--- config.mk ---
export PLATFORM = sky130hd
export DESIGN_NAME = stopwatch_bcd_core_flat
export DESIGN_NICKNAME = d
export VERILOG_FILES = /design/src/rtl/stopwatch_bcd_core_pkg.sv /design/src/rtl/stopwatch_bcd_core_if.sv /design/src/rtl/stopwatch_bcd_core_tick_gen.sv /design/src/rtl/stopwatch_bcd_core.sv /design/src/flat_wrapper.sv
export SDC_FILE = /design/constraint.sdc
export NUM_CORES = 1
export LEC_CHECK = 0
export ABC_AREA = 1
export CORE_MARGIN = 2
export CORE_UTILIZATION = 38
export DETAILED_ROUTE_END_ITERATION = 16
export PLACE_DENSITY_LB_ADDON = 0.15
export SKIP_LAST_GASP = 1
export SLEW_MARGIN = 20
export SYNTH_ARGS = -nofsm -noshare
export SYNTH_HDL_FRONTEND = slang
export SYNTH_HIERARCHICAL = 1
export SYNTH_SLANG_ARGS = --single-unit
--- constraint.sdc ---
create_clock -name clk -period 2.46 [get_ports clk]
set_input_delay 0.492 -clock clk [delete_from_list [all_inputs] [get_ports clk]]
set_output_delay 0.492 -clock clk [all_outputs]
set_load 0.01 [all_outputs]
--- src/rtl/stopwatch_bcd_core_pkg.sv ---
// stopwatch_pkg: shared types, digit limits and the MAX_MIN split helper
// for the MM:SS stopwatch core.
//   state_t     - controller states
//   bcd_t       - one BCD digit
//   step_t      - result of a single-digit step (digit + carry/borrow out)
//   bcd_pair_t  - a two-digit decimal value split into tens/units
package stopwatch_pkg;

    typedef enum logic [1:0] {
        STOPPED = 2'd0,
        RUNNING = 2'd1,
        ADJUST  = 2'd2
    } state_t;

    typedef logic [3:0] bcd_t;

    localparam bcd_t DIGIT_MAX   = 4'd9;
    localparam bcd_t SEC_TEN_MAX = 4'd5;

    typedef struct packed {
        logic carry;
        bcd_t digit;
    } step_t;

    typedef struct packed {
        bcd_t tens;
        bcd_t units;
    } bcd_pair_t;

    // Only meaningful for 0..99; used to turn MAX_MIN into digit limits.
    function automatic bcd_pair_t split_bcd(input int value);
        bcd_pair_t r;
        r.tens  = bcd_t'(value / 10);
        r.units = bcd_t'(value % 10);
        return r;
    endfunction

endpackage

--- src/rtl/stopwatch_bcd_core_if.sv ---
// stopwatch_bcd_core_if: control pulses/levels from the button logic and
// the BCD time/status outputs towards the display multiplexer.
//   master: drives start_stop, clear, adj_en, adj_sel, dir; reads digits
//   slave : the stopwatch core
interface stopwatch_bcd_core_if;
    import stopwatch_pkg::*;

    logic start_stop;
    logic clear;
    logic adj_en;
    logic adj_sel;
    logic dir;
    bcd_t sec_one;
    bcd_t sec_ten;
    bcd_t min_one;
    bcd_t min_ten;
    logic running;
    logic rollover;

    modport master (
        output start_stop, clear, adj_en, adj_sel, dir,
        input  sec_one, sec_ten, min_one, min_ten, running, rollover
    );

    modport slave (
        input  start_stop, clear, adj_en, adj_sel, dir,
        output sec_one, sec_ten, min_one, min_ten, running, rollover
    );

endinterface

--- src/rtl/stopwatch_bcd_core_tick_gen.sv ---
// tick_gen: free-running prescaler producing a one-cycle enable every DIV
// clocks.
//   clk  - system clock
//   rst  - asynchronous reset, active-high
//   clr  - synchronous restart of the count from zero
//   tick - high for the single cycle where the count equals DIV-1
module tick_gen #(
    parameter int DIV = 2
) (
    input  logic clk,
    input  logic rst,
    input  logic clr,
    output logic tick
);

    localparam int W = (DIV > 1) ? $clog2(DIV) : 1;

    logic [W-1:0] cnt;

    assign tick = (cnt == W'(DIV - 1));

    always_ff @(posedge clk or posedge rst) begin
        if (rst) begin
            cnt <= '0;
        end else if (clr || tick) begin
            cnt <= '0;
        end else begin
            cnt <= cnt + W'(1);
        end
    end

endmodule

--- src/rtl/stopwatch_bcd_core.sv ---
// stopwatch_bcd_core: MM:SS stopwatch/timer with BCD outputs.
//   clk, rst - system clock, asynchronous active-high reset
//   bus      - slave side of stopwatch_bcd_core_if (controls in, digits,
//              running and rollover out)
//
//   state   | meaning
//   --------+------------------------------------------------------------
//   STOPPED | digits hold
//   RUNNING | digits step once per count tick, up (dir=0) or down (dir=1)
//   ADJUST  | selected field (adj_sel) increments once per adjust tick
module stopwatch_bcd_core
    import stopwatch_pkg::*;
#(
    parameter int CLK_HZ  = 50000000,
    parameter int TICK_HZ = 1,
    parameter int ADJ_HZ  = 2,
    parameter int MAX_MIN = 59
) (
    input logic clk,
    input logic rst,
    stopwatch_bcd_core_if.slave bus
);

    localparam int        TICK_DIV    = CLK_HZ / TICK_HZ;
    localparam int        ADJ_DIV     = CLK_HZ / ADJ_HZ;
    localparam bcd_pair_t MAX_MIN_BCD = split_bcd(MAX_MIN);

    typedef struct packed {
        logic wrap;
        bcd_t ten;
        bcd_t one;
    } min_step_t;

    function automatic step_t step_digit(input bcd_t d, input logic down,
                                         input bcd_t lim);
        step_t r;
        if (!down) begin
            r.carry = (d >= lim);
            r.digit = (d >= lim) ? 4'd0 : d + 4'd1;
        end else begin
            r.carry = (d == 4'd0);
            r.digit = (d == 4'd0) ? lim : d - 4'd1;
        end
        return r;
    endfunction

    // Minutes wrap on the full two-digit value, so the tens digit never
    // needs its own limit: below MAX_MIN a units carry can always go up.
    function automatic min_step_t step_minutes(input bcd_t ten, input bcd_t one,
                                               input logic down);
        min_step_t r;
        step_t     u;
        r.wrap = 1'b0;
        r.ten  = ten;
        r.one  = one;
        if (!down) begin
            if (ten == MAX_MIN_BCD.tens && one == MAX_MIN_BCD.units) begin
                r.ten  = 4'd0;
                r.one  = 4'd0;
                r.wrap = 1'b1;
            end else begin
                u     = step_digit(one, 1'b0, DIGIT_MAX);
                r.one = u.digit;
                if (u.carry) r.ten = ten + 4'd1;
            end
        end else begin
            if (ten == 4'd0 && one == 4'd0) begin
                r.ten  = MAX_MIN_BCD.tens;
                r.one  = MAX_MIN_BCD.units;
                r.wrap = 1'b1;
            end else begin
                u     = step_digit(one, 1'b1, DIGIT_MAX);
                r.one = u.digit;
                if (u.carry) r.ten = ten - 4'd1;
            end
        end
        return r;
    endfunction

    state_t    state, state_n;
    bcd_t      sec_one, sec_ten, min_one, min_ten;
    bcd_t      sec_one_n, sec_ten_n, min_one_n, min_ten_n;
    logic      rollover, rollover_n;
    logic      tick, adj_tick;
    logic      tick_clr, adj_clr;
    step_t     s1, s2;
    min_step_t ms;

    tick_gen #(.DIV(TICK_DIV)) u_tick_gen (
        .clk  (clk),
        .rst  (rst),
        .clr  (tick_clr),
        .tick (tick)
    );

    tick_gen #(.DIV(ADJ_DIV)) u_adj_gen (
        .clk  (clk),
        .rst  (rst),
        .clr  (adj_clr),
        .tick (adj_tick)
    );

    always_ff @(posedge clk or posedge rst) begin
        if (rst) begin
            state <= STOPPED;
        end else begin
            state <= state_n;
        end
    end

    always_comb begin
        state_n = state;
        if (bus.clear) begin
            state_n = STOPPED;
        end else if (bus.adj_en) begin
            state_n = ADJUST;
        end else if (state == ADJUST) begin
            state_n = STOPPED;
        end else if (bus.start_stop) begin
            state_n = (state == RUNNING) ? STOPPED : RUNNING;
        end
    end

    // Restarting the prescaler on entry makes the first step land exactly
    // one full period after the start pulse.
    assign tick_clr = bus.clear || (state_n == RUNNING && state != RUNNING);
    assign adj_clr  = (state_n == ADJUST && state != ADJUST);

    always_comb begin
        sec_one_n  = sec_one;
        sec_ten_n  = sec_ten;
        min_one_n  = min_one;
        min_ten_n  = min_ten;
        rollover_n = 1'b0;
        s1         = '0;
        s2         = '0;
        ms         = '0;
        if (bus.clear) begin
            sec_one_n = 4'd0;
            sec_ten_n = 4'd0;
            min_one_n = 4'd0;
            min_ten_n = 4'd0;
        end else if (state == RUNNING && tick) begin
            s1        = step_digit(sec_one, bus.dir, DIGIT_MAX);
            sec_one_n = s1.digit;
            if (s1.carry) begin
                s2        = step_digit(sec_ten, bus.dir, SEC_TEN_MAX);
                sec_ten_n = s2.digit;
                if (s2.carry) begin
                    ms         = step_minutes(min_ten, min_one, bus.dir);
                    min_ten_n  = ms.ten;
                    min_one_n  = ms.one;
                    rollover_n = ms.wrap;
                end
            end
        end else if (state == ADJUST && adj_tick) begin
            if (bus.adj_sel) begin
                ms        = step_minutes(min_ten, min_one, 1'b0);
                min_ten_n = ms.ten;
                min_one_n = ms.one;
            end else begin
                // Seconds wrap on their own; no carry into minutes here.
                s1        = step_digit(sec_one, 1'b0, DIGIT_MAX);
                sec_one_n = s1.digit;
                if (s1.carry) begin
                    s2        = step_digit(sec_ten, 1'b0, SEC_TEN_MAX);
                    sec_ten_n = s2.digit;
                end
            end
        end
    end

    always_ff @(posedge clk or posedge rst) begin
        if (rst) begin
            sec_one  <= 4'd0;
            sec_ten  <= 4'd0;
            min_one  <= 4'd0;
            min_ten  <= 4'd0;
            rollover <= 1'b0;
        end else begin
            sec_one  <= sec_one_n;
            sec_ten  <= sec_ten_n;
            min_one  <= min_one_n;
            min_ten  <= min_ten_n;
            rollover <= rollover_n;
        end
    end

    assign bus.sec_one  = sec_one;
    assign bus.sec_ten  = sec_ten;
    assign bus.min_one  = min_one;
    assign bus.min_ten  = min_ten;
    assign bus.running  = (state == RUNNING);
    assign bus.rollover = rollover;

endmodule

--- src/flat_wrapper.sv ---
// flat-port wrapper written by rule: the top's interface ports become plain ports
module stopwatch_bcd_core_flat import stopwatch_pkg::*;
#(
    parameter int CLK_HZ  = 50000000,
    parameter int TICK_HZ = 1,
    parameter int ADJ_HZ  = 2,
    parameter int MAX_MIN = 59
)
  (clk, rst, bus_start_stop, bus_clear, bus_adj_en, bus_adj_sel, bus_dir, bus_sec_one, bus_sec_ten, bus_min_one, bus_min_ten, bus_running, bus_rollover);
  stopwatch_bcd_core_if bus_i ();
  input logic clk;
  input logic rst;
  input wire logic [$bits(bus_i.start_stop)-1:0] bus_start_stop;
  input wire logic [$bits(bus_i.clear)-1:0] bus_clear;
  input wire logic [$bits(bus_i.adj_en)-1:0] bus_adj_en;
  input wire logic [$bits(bus_i.adj_sel)-1:0] bus_adj_sel;
  input wire logic [$bits(bus_i.dir)-1:0] bus_dir;
  output wire logic [$bits(bus_i.sec_one)-1:0] bus_sec_one;
  output wire logic [$bits(bus_i.sec_ten)-1:0] bus_sec_ten;
  output wire logic [$bits(bus_i.min_one)-1:0] bus_min_one;
  output wire logic [$bits(bus_i.min_ten)-1:0] bus_min_ten;
  output wire logic [$bits(bus_i.running)-1:0] bus_running;
  output wire logic [$bits(bus_i.rollover)-1:0] bus_rollover;
  assign bus_i.start_stop = bus_start_stop;
  assign bus_i.clear = bus_clear;
  assign bus_i.adj_en = bus_adj_en;
  assign bus_i.adj_sel = bus_adj_sel;
  assign bus_i.dir = bus_dir;
  assign bus_sec_one = bus_i.sec_one;
  assign bus_sec_ten = bus_i.sec_ten;
  assign bus_min_one = bus_i.min_one;
  assign bus_min_ten = bus_i.min_ten;
  assign bus_running = bus_i.running;
  assign bus_rollover = bus_i.rollover;
  stopwatch_bcd_core #(.CLK_HZ(CLK_HZ), .TICK_HZ(TICK_HZ), .ADJ_HZ(ADJ_HZ), .MAX_MIN(MAX_MIN)) u_core (.clk(clk), .rst(rst), .bus(bus_i));
endmodule
==> results.toml, run 1 <==
[grt]
globalRoute.totalOverflow = 0
global_route.usage.met1_pct = 25.02
first_global_vias = 4245
grt_most_used_layer = "met2"
grt_start_max_net_pins = 27
grt_antenna_before_repair = 0
globalRouteMet2Util_pct = 27.38
grt_use_met3_pct = 4.681
grt_first_pass_wirelength_mm = 20.62
grt_util_all_layers_pct = 17.95

[placement]
final_hpwl_dp_mm = 8.668
gp_congestion = 0.9173
placed_area_um2 = 5388
dp_cells = 905
port_buffers = 24

[clock_tree]
path_clk_slew_ns = 0.05
cts-buffers-inserted = 9
clock_sink_count = 70
ctsRootBufferMaster = "clkbuf_16"
tritoncts = "done"
postCtsHoldBufs = 0
clk_latency_ns = 0.34
max-clock-path-buffers = 2
htree_levels = 3

[timing]
max_clock_freq_mhz = 441.8
final.setup.tns_ns = 0
timing_max_transition_violations_final = 0
layout_min_cycle_time_ns = 2.263
total_of_endpoints_with_negative_setup_slack_in_the_final_report = 0
slew-limit-headroom_pct = 56.04
rsz_0062_raised_after_global_routing = "false"
report.final.hold_viol_count = 0
fin_worst_skew_ns = 0.006993
worst_pin_slew_ns = 0.6577
final_min_period_over_clock_period_pct = 92.00

[synth]
yosysTopAreaCell = "dfrtp_1"
synth.yosys.seq_area_share_pct = 35.29
ys_warn_count = 6
synth_fp_nets = 733
syn_area_per_cell_um2 = 7.001
netlist.area_leader.share_pct = 35.29
postSynth.topFlopCell = "dfrtp_1"
yosys.cell_types.count = 33
synthCells = 709
netlist_area_um2 = 4964
asyncSetResetFlopFracSynth_pct = 100.0
synth_top_cells_by_area = "dfrtp_1 (35%), nand2_1 (16%), nor2_1 (9.0%)"
ys_ff_latch = 70
synth_edf_count = 0

[pwr]
clock_power_share_pct = 42.0
switch_pwr_w = 0.0009401
seq_power_share_pct = 39.4
peakVddDrop_uv = 449.8
powerDensity_nw_per_um2 = 577.1
combinationalPowerShare_pct = 18.6
p_leak_nw = 2.553
p_sw_share_pct = 28.28
p_int_w = 0.002384

[die]
die_width_um = 118.3
boundaryPins = 25
fp.dieH_um = 118.3
die_area_um2 = 13990
rows = 41
initial_core_util_pct = 39.17
floorplan.core_area_um2 = 12670

[worst_setup_path]
critical_path.reg2reg.startpoint = "u_core/u_tick_gen/cnt[0]"
crit_required_ns = 2.69
timing.critical_path.cells = "ha_1, nand3_1, nor2_2, nand2_1, nor3_2, buf_4, nand3_2, nor2_4, nand3_4, nand3_4, inv_2, nand3_1, nand2_1"
timing.critical_path.buf_inv = 2
timing.critical_path.arrival_ns = 2.49
worst-setup-path-type = "register to register"
critPathCaptureType = "register"
worst_setup_path_start_kind = "register"
worst_r2r_endpoint = "u_core/bus.min_one[3]"
timing.reg2reg.worst_path_depth = 13
rrSetupSlack_ns = 0.20
startpoint = "u_core/u_tick_gen/cnt[0]"
timing.critical_path.to = "u_core/bus.min_one[3]"
critPathSlowestCell = "dfrtp_1"
crit_path_max_incr_delay_ns = 0.41
timing.critical_path.depth = 13
worst-path-max-fanout = 6
path_delay_family = "simple AND/OR/NAND/NOR gates"

[detailed_routing]
num_vias = 4378
drtPass1Iterations = 6
detail_route.drc_violations = 0
wl_mm = 11.87
route.detailed.wl_per_inst_um = 12.85
detail_route.iter0.violations = 336
antenna_nets_post_route = 0
viasPerCell = 4.738

[run_status]
run_status = "finished, final reports clean"

[finish]
synthesis_to_layout_area_growth_pct = 16.06
stdcell_area_um2 = 5761
layout.cells.non_filler = 924
finish.net_count = 772
post_route_cells_drive_above_1_share_pct = 13.30
num_antenna_cells = 0
fillers = 1323

[min_path]
holdCritPathClass = "register to register"

[job]
max_cap_viol_count = 0
==> cell usage in the layout (no fill, tap or decap), types with 7 or more instances in the layout <==
master	n
nand2_2	7
xnor2_1	15
ha_1	17
nand3_1	54
buf_4	11
nor2_1	118
nand4_1	8
dfrtp_1	70
nand3_2	10
inv_1	67
o21ai_0	13
inv_2	13
xor2_1	21
nand2_1	213
nor2_2	34
a21oi_1	8
clkdlybuf4s50_1	24
clkbuf_16	9
==> synth_stat cells, types with 8 or more instances <==
cell,n
dfrtp_1,70
nand2_1,214
o21ai_0,13
inv_1,67
nor2_2,33
xor2_1,21
xnor2_1,15
nand3_1,54
inv_2,13
ha_1,17
nand3_2,11
nand4_1,8
nor2_1,119
a21oi_1,8
==> worst min-delay path by stage <==
stage                                        start                  endpoint  cells after the start
after floorplan                                rst     u_core/bus.min_one[0]                      1
after detailed placement  u_core/u_tick_gen/cnt[0]  u_core/u_tick_gen/cnt[0]                      1
after CTS                 u_core/u_tick_gen/cnt[0]  u_core/u_tick_gen/cnt[0]                      1
after global placement    u_core/u_tick_gen/cnt[0]  u_core/u_tick_gen/cnt[0]                      1
after global routing      u_core/u_tick_gen/cnt[0]  u_core/u_tick_gen/cnt[0]                      1
final                     u_core/u_tick_gen/cnt[0]  u_core/u_tick_gen/cnt[0]                      1
==> through the flow <==
step,total power [W],hold slack [ns],worst slack (ns),util (%)
after global placement,0.001936,0.5125,0.2261,42.52
after detailed placement,0.001939,0.5348,0.1384,42.52
after global routing,0.003514,0.5413,0.01055,45.46
after CTS,0.003372,0.5480,0.1010,45.01
after floorplan,0.001756,0.4431,0.4057,-
final,0.003324,0.5224,0.1967,45.46
==> power by group through the flow <==
stage,Sequential [W],Combinational [W],Clock (W)
detailed placement,0.00133,0.000608,0
floorplan,0.00132,0.000435,0
global placement,0.00133,0.000606,0
global route,0.00132,0.000699,0.00149
finish,0.00131,0.000617,0.00140
CTS,0.00131,0.000613,0.00145
==> routing by layer <==
metal	part of all wire [%]	wire [µm]
met1	50	5927
met2	44	5280
met3	4.2	501
met4	1.4	162
met5	0	0
==> cells by family (layout without fill, tap and decap cells) <==
logic type / after synthesis / after routing / synth area share (%)
AO/OA/AOI/OAI: 38 / 38 / 4.638
XOR/XNOR: 36 / 36 / 6.353
adder cells (fa/ha/maj): 17 / 17 / 4.285
buffers and inverters: 88 / 130 / 7.890
flip-flops: 70 / 70 / 35.29
AND/OR/NAND/NOR: 460 / 461 / 41.54
==> worst register-to-register path: cells and delay by family (launching register included) <==
kind | cells | cell delay (ns)
buf+inv | 2 | 0.21
flops | 1 | 0.41
fa+ha+maj | 1 | 0.17
simple gates | 10 | 1.37
==> cell type report <==
class,instances,area (µm²),area share (%)
Sequential cell,70,1752,30.41
Timing Repair Buffer,35,322.8,5.604
Multi-Input combinational cell,552,2855,49.57
Clock inverter,3,68.82,1.195
Tap cell,172,215.2,3.736
Clock buffer,12,246.5,4.279
Inverter,80,300.3,5.213
==> repair_timing <==
action / in CTS / in global routing
setup endpoints to repair: 0 / 15
resized for setup: 0 / 5
buffers inserted: 0 / 3
==> state kept, by name (all words and copies together) (netlist names) <==
name / flops
u_core/u_adj_gen/cnt: 25
u_core/bus.min_one: 4
u_core/u_tick_gen/cnt: 26
u_core/state: 2
u_core/bus.rollover: 1
u_core/bus.sec_one: 4
u_core/bus.min_ten: 4
u_core/bus.sec_ten: 4
No activity file was read; power rests on OpenSTA's default activity.
==> run 2: changes to the inputs <==
Settings changed: CTS_CLUSTER_DIAMETER set to 150.
==> results of run 2 <==
No change in the layout: final DEF, timing and power equal those of run 1.
==> run 3: changes to the inputs <==
Settings changed: CTS_BUF_LIST set to sky130_fd_sc_hd__clkbuf_8, PLACE_DENSITY set to 0.64, PLACE_DENSITY_LB_ADDON 0.15 to not set.
==> results.toml, run 3 (synthesized netlist as in run 1, its figures left out) <==
[die]
boundaryPins = 25
fp.dieH_um = 118.3
die_width_um = 118.3
initial_core_util_pct = 39.17
rows = 41
die_area_um2 = 13990
floorplan.core_area_um2 = 12670

[timing]
final.setup.tns_ns = 0
worst_pin_slew_ns = 0.6243
final_min_period_over_clock_period_pct = 89.27
worst_slack_ns = 0.2640
max_clock_freq_mhz = 455.4
slew-limit-headroom_pct = 58.27
final.hold.worst_slack_ns = 0.5212
total_of_endpoints_with_negative_setup_slack_in_the_final_report = 0
fin_worst_skew_ns = 0.01073
timing_max_transition_violations_final = 0
report.final.hold_viol_count = 0
layout_min_cycle_time_ns = 2.196

[clock_tree]
cts-buffers-inserted = 9
tritoncts = "done"
clock_sink_count = 70
clk_latency_ns = 0.36
ctsRootBufferMaster = "clkbuf_8"
htree_levels = 3
max-clock-path-buffers = 2
cts.repair_timing.setup_buffer_count = 0
path_clk_slew_ns = 0.08

[pwr]
peakVddDrop_uv = 310.3
powerDensity_nw_per_um2 = 549.4
p_leak_nw = 2.509

[finish]
largest_register_ffs = 26
synthesis_to_layout_area_growth_pct = 13.79
finish.net_count = 767
stdcell_area_um2 = 5648
reg_top3 = "u_core/u_tick_gen/cnt (26), u_core/u_adj_gen/cnt (25)"
post_route_cells_drive_above_1_share_pct = 12.83
register_ranked_first_by_flip_flop_count = "u_core/u_tick_gen/cnt"
num_antenna_cells = 0
most-common-layout-cells = "nand2_1 (214), nor2_1 (119), dfrtp_1 (70)"
layout.cells.most_common = "nand2_1"

[worst_setup_path]
worst_setup_path_start_kind = "register"
crit_required_ns = 2.71
timing.critical_path.arrival_ns = 2.45
rrSetupSlack_ns = 0.26
timing.critical_path.buf_inv = 1
critPathSlowestCell = "dfrtp_1"
path_delay_family = "simple AND/OR/NAND/NOR gates"
timing.critical_path.cells = "ha_1, nand3_1, nor2_1, nand2_1, nor3_4, nand3_2, nor2_4, nand3_2, nand3_4, inv_2, nand3_1, nand2_1"
crit_path_max_incr_delay_ns = 0.40
worst-path-max-fanout = 10
critPathCaptureType = "register"
worst-setup-path-type = "register to register"

[placement]
gp_congestion = 0.8697
placed_area_um2 = 5380
dp_worst_setup_slack_ns = 0.09451
final_hpwl_dp_mm = 8.266
port_buffers = 24

[detailed_routing]
met2_wirelength_mm = 4.984
detail_route.drc_violations = 0
drtPass1Iterations = 5
highest_layer = "met4"
detail_route.iter0.violations = 332
wl_met3_um = 333
viasPerCell = 4.755
num_vias = 4375
antenna_nets_post_route = 0
wl_mm = 11.02
wl_met1_mm = 5.571
route.detailed.wl_per_inst_um = 11.98

[grt]
grt_first_pass_wirelength_mm = 19.45
grt_util_all_layers_pct = 16.80
first_global_vias = 4130
globalRoute.totalOverflow = 0
grt_antenna_before_repair = 0
grt_start_max_net_pins = 26

[run_status]
run_status = "finished, final reports clean"

[job]
max_cap_viol_count = 0

[min_path]
holdCritPathClass = "input port to async pin"
[run 3: stage by stage]
stage	util, %	std cells	total power (W)
finish	44.57	920	0.003103
CTS	44.49	920	0.003155
global route	44.57	920	0.003300
floorplan	-	709	0.001756
global placement	42.46	904	0.001933
detailed placement	42.46	904	0.001932
[run 3: where the power goes]
part,internal [W],switching (W)
Sequential,0.00121,0.0000924
Combinational,0.000252,0.000351
Clock,0.000729,0.000466
[run 3: routing by layer]
metal	vias up	track usage (%)
met5	-	0
met4	0	6.250
met3	10	2.654
met2	62	25.65
met1	2030	23.85
li1	2273	-
[run 3: path summary, 6_finish.rpt]
kind,start,to,depth (start not counted)
worst max-delay path,u_core/u_tick_gen/cnt[1],u_core/bus.min_one[1],12
worst min-delay path,rst,u_core/u_tick_gen/cnt[14],2
worst max register to register,u_core/u_tick_gen/cnt[1],u_core/bus.min_one[1],12
worst min register to register,u_core/u_tick_gen/cnt[25],u_core/u_tick_gen/cnt[25],3
max in group asynchronous,rst,u_core/u_tick_gen/cnt[7],3
min in group clk,u_core/u_tick_gen/cnt[25],u_core/u_tick_gen/cnt[25],3
[run 3: final cells by class]
| class | count | area (µm²) |
|---|---|---|
| Tap cell | 172 | 215.2 |
| Multi-Input combinational cell | 551 | 2831 |
| Timing Repair Buffer | 31 | 292.8 |
| Clock inverter | 5 | 105.1 |
| Sequential cell | 70 | 1752 |
| Clock buffer | 11 | 151.4 |
| Inverter | 80 | 300.3 |
| Fill cell | 1322 | 7023 |
[run 3: repair_timing]
action	4_1_cts	5_1_grt
setup endpoints to repair	0	16
resized for setup	0	2
hold endpoints to repair	0	0
hold buffers	0	0
[run 3: worst register-to-register path, delay by kind of cell (launching register included)]
kind / cells / cell delay (ns)
AND/OR/NAND/NOR: 10 / 1.47
flip-flops: 1 / 0.40
buffers and inverters: 1 / 0.07
adder cells (fa/ha/maj): 1 / 0.16
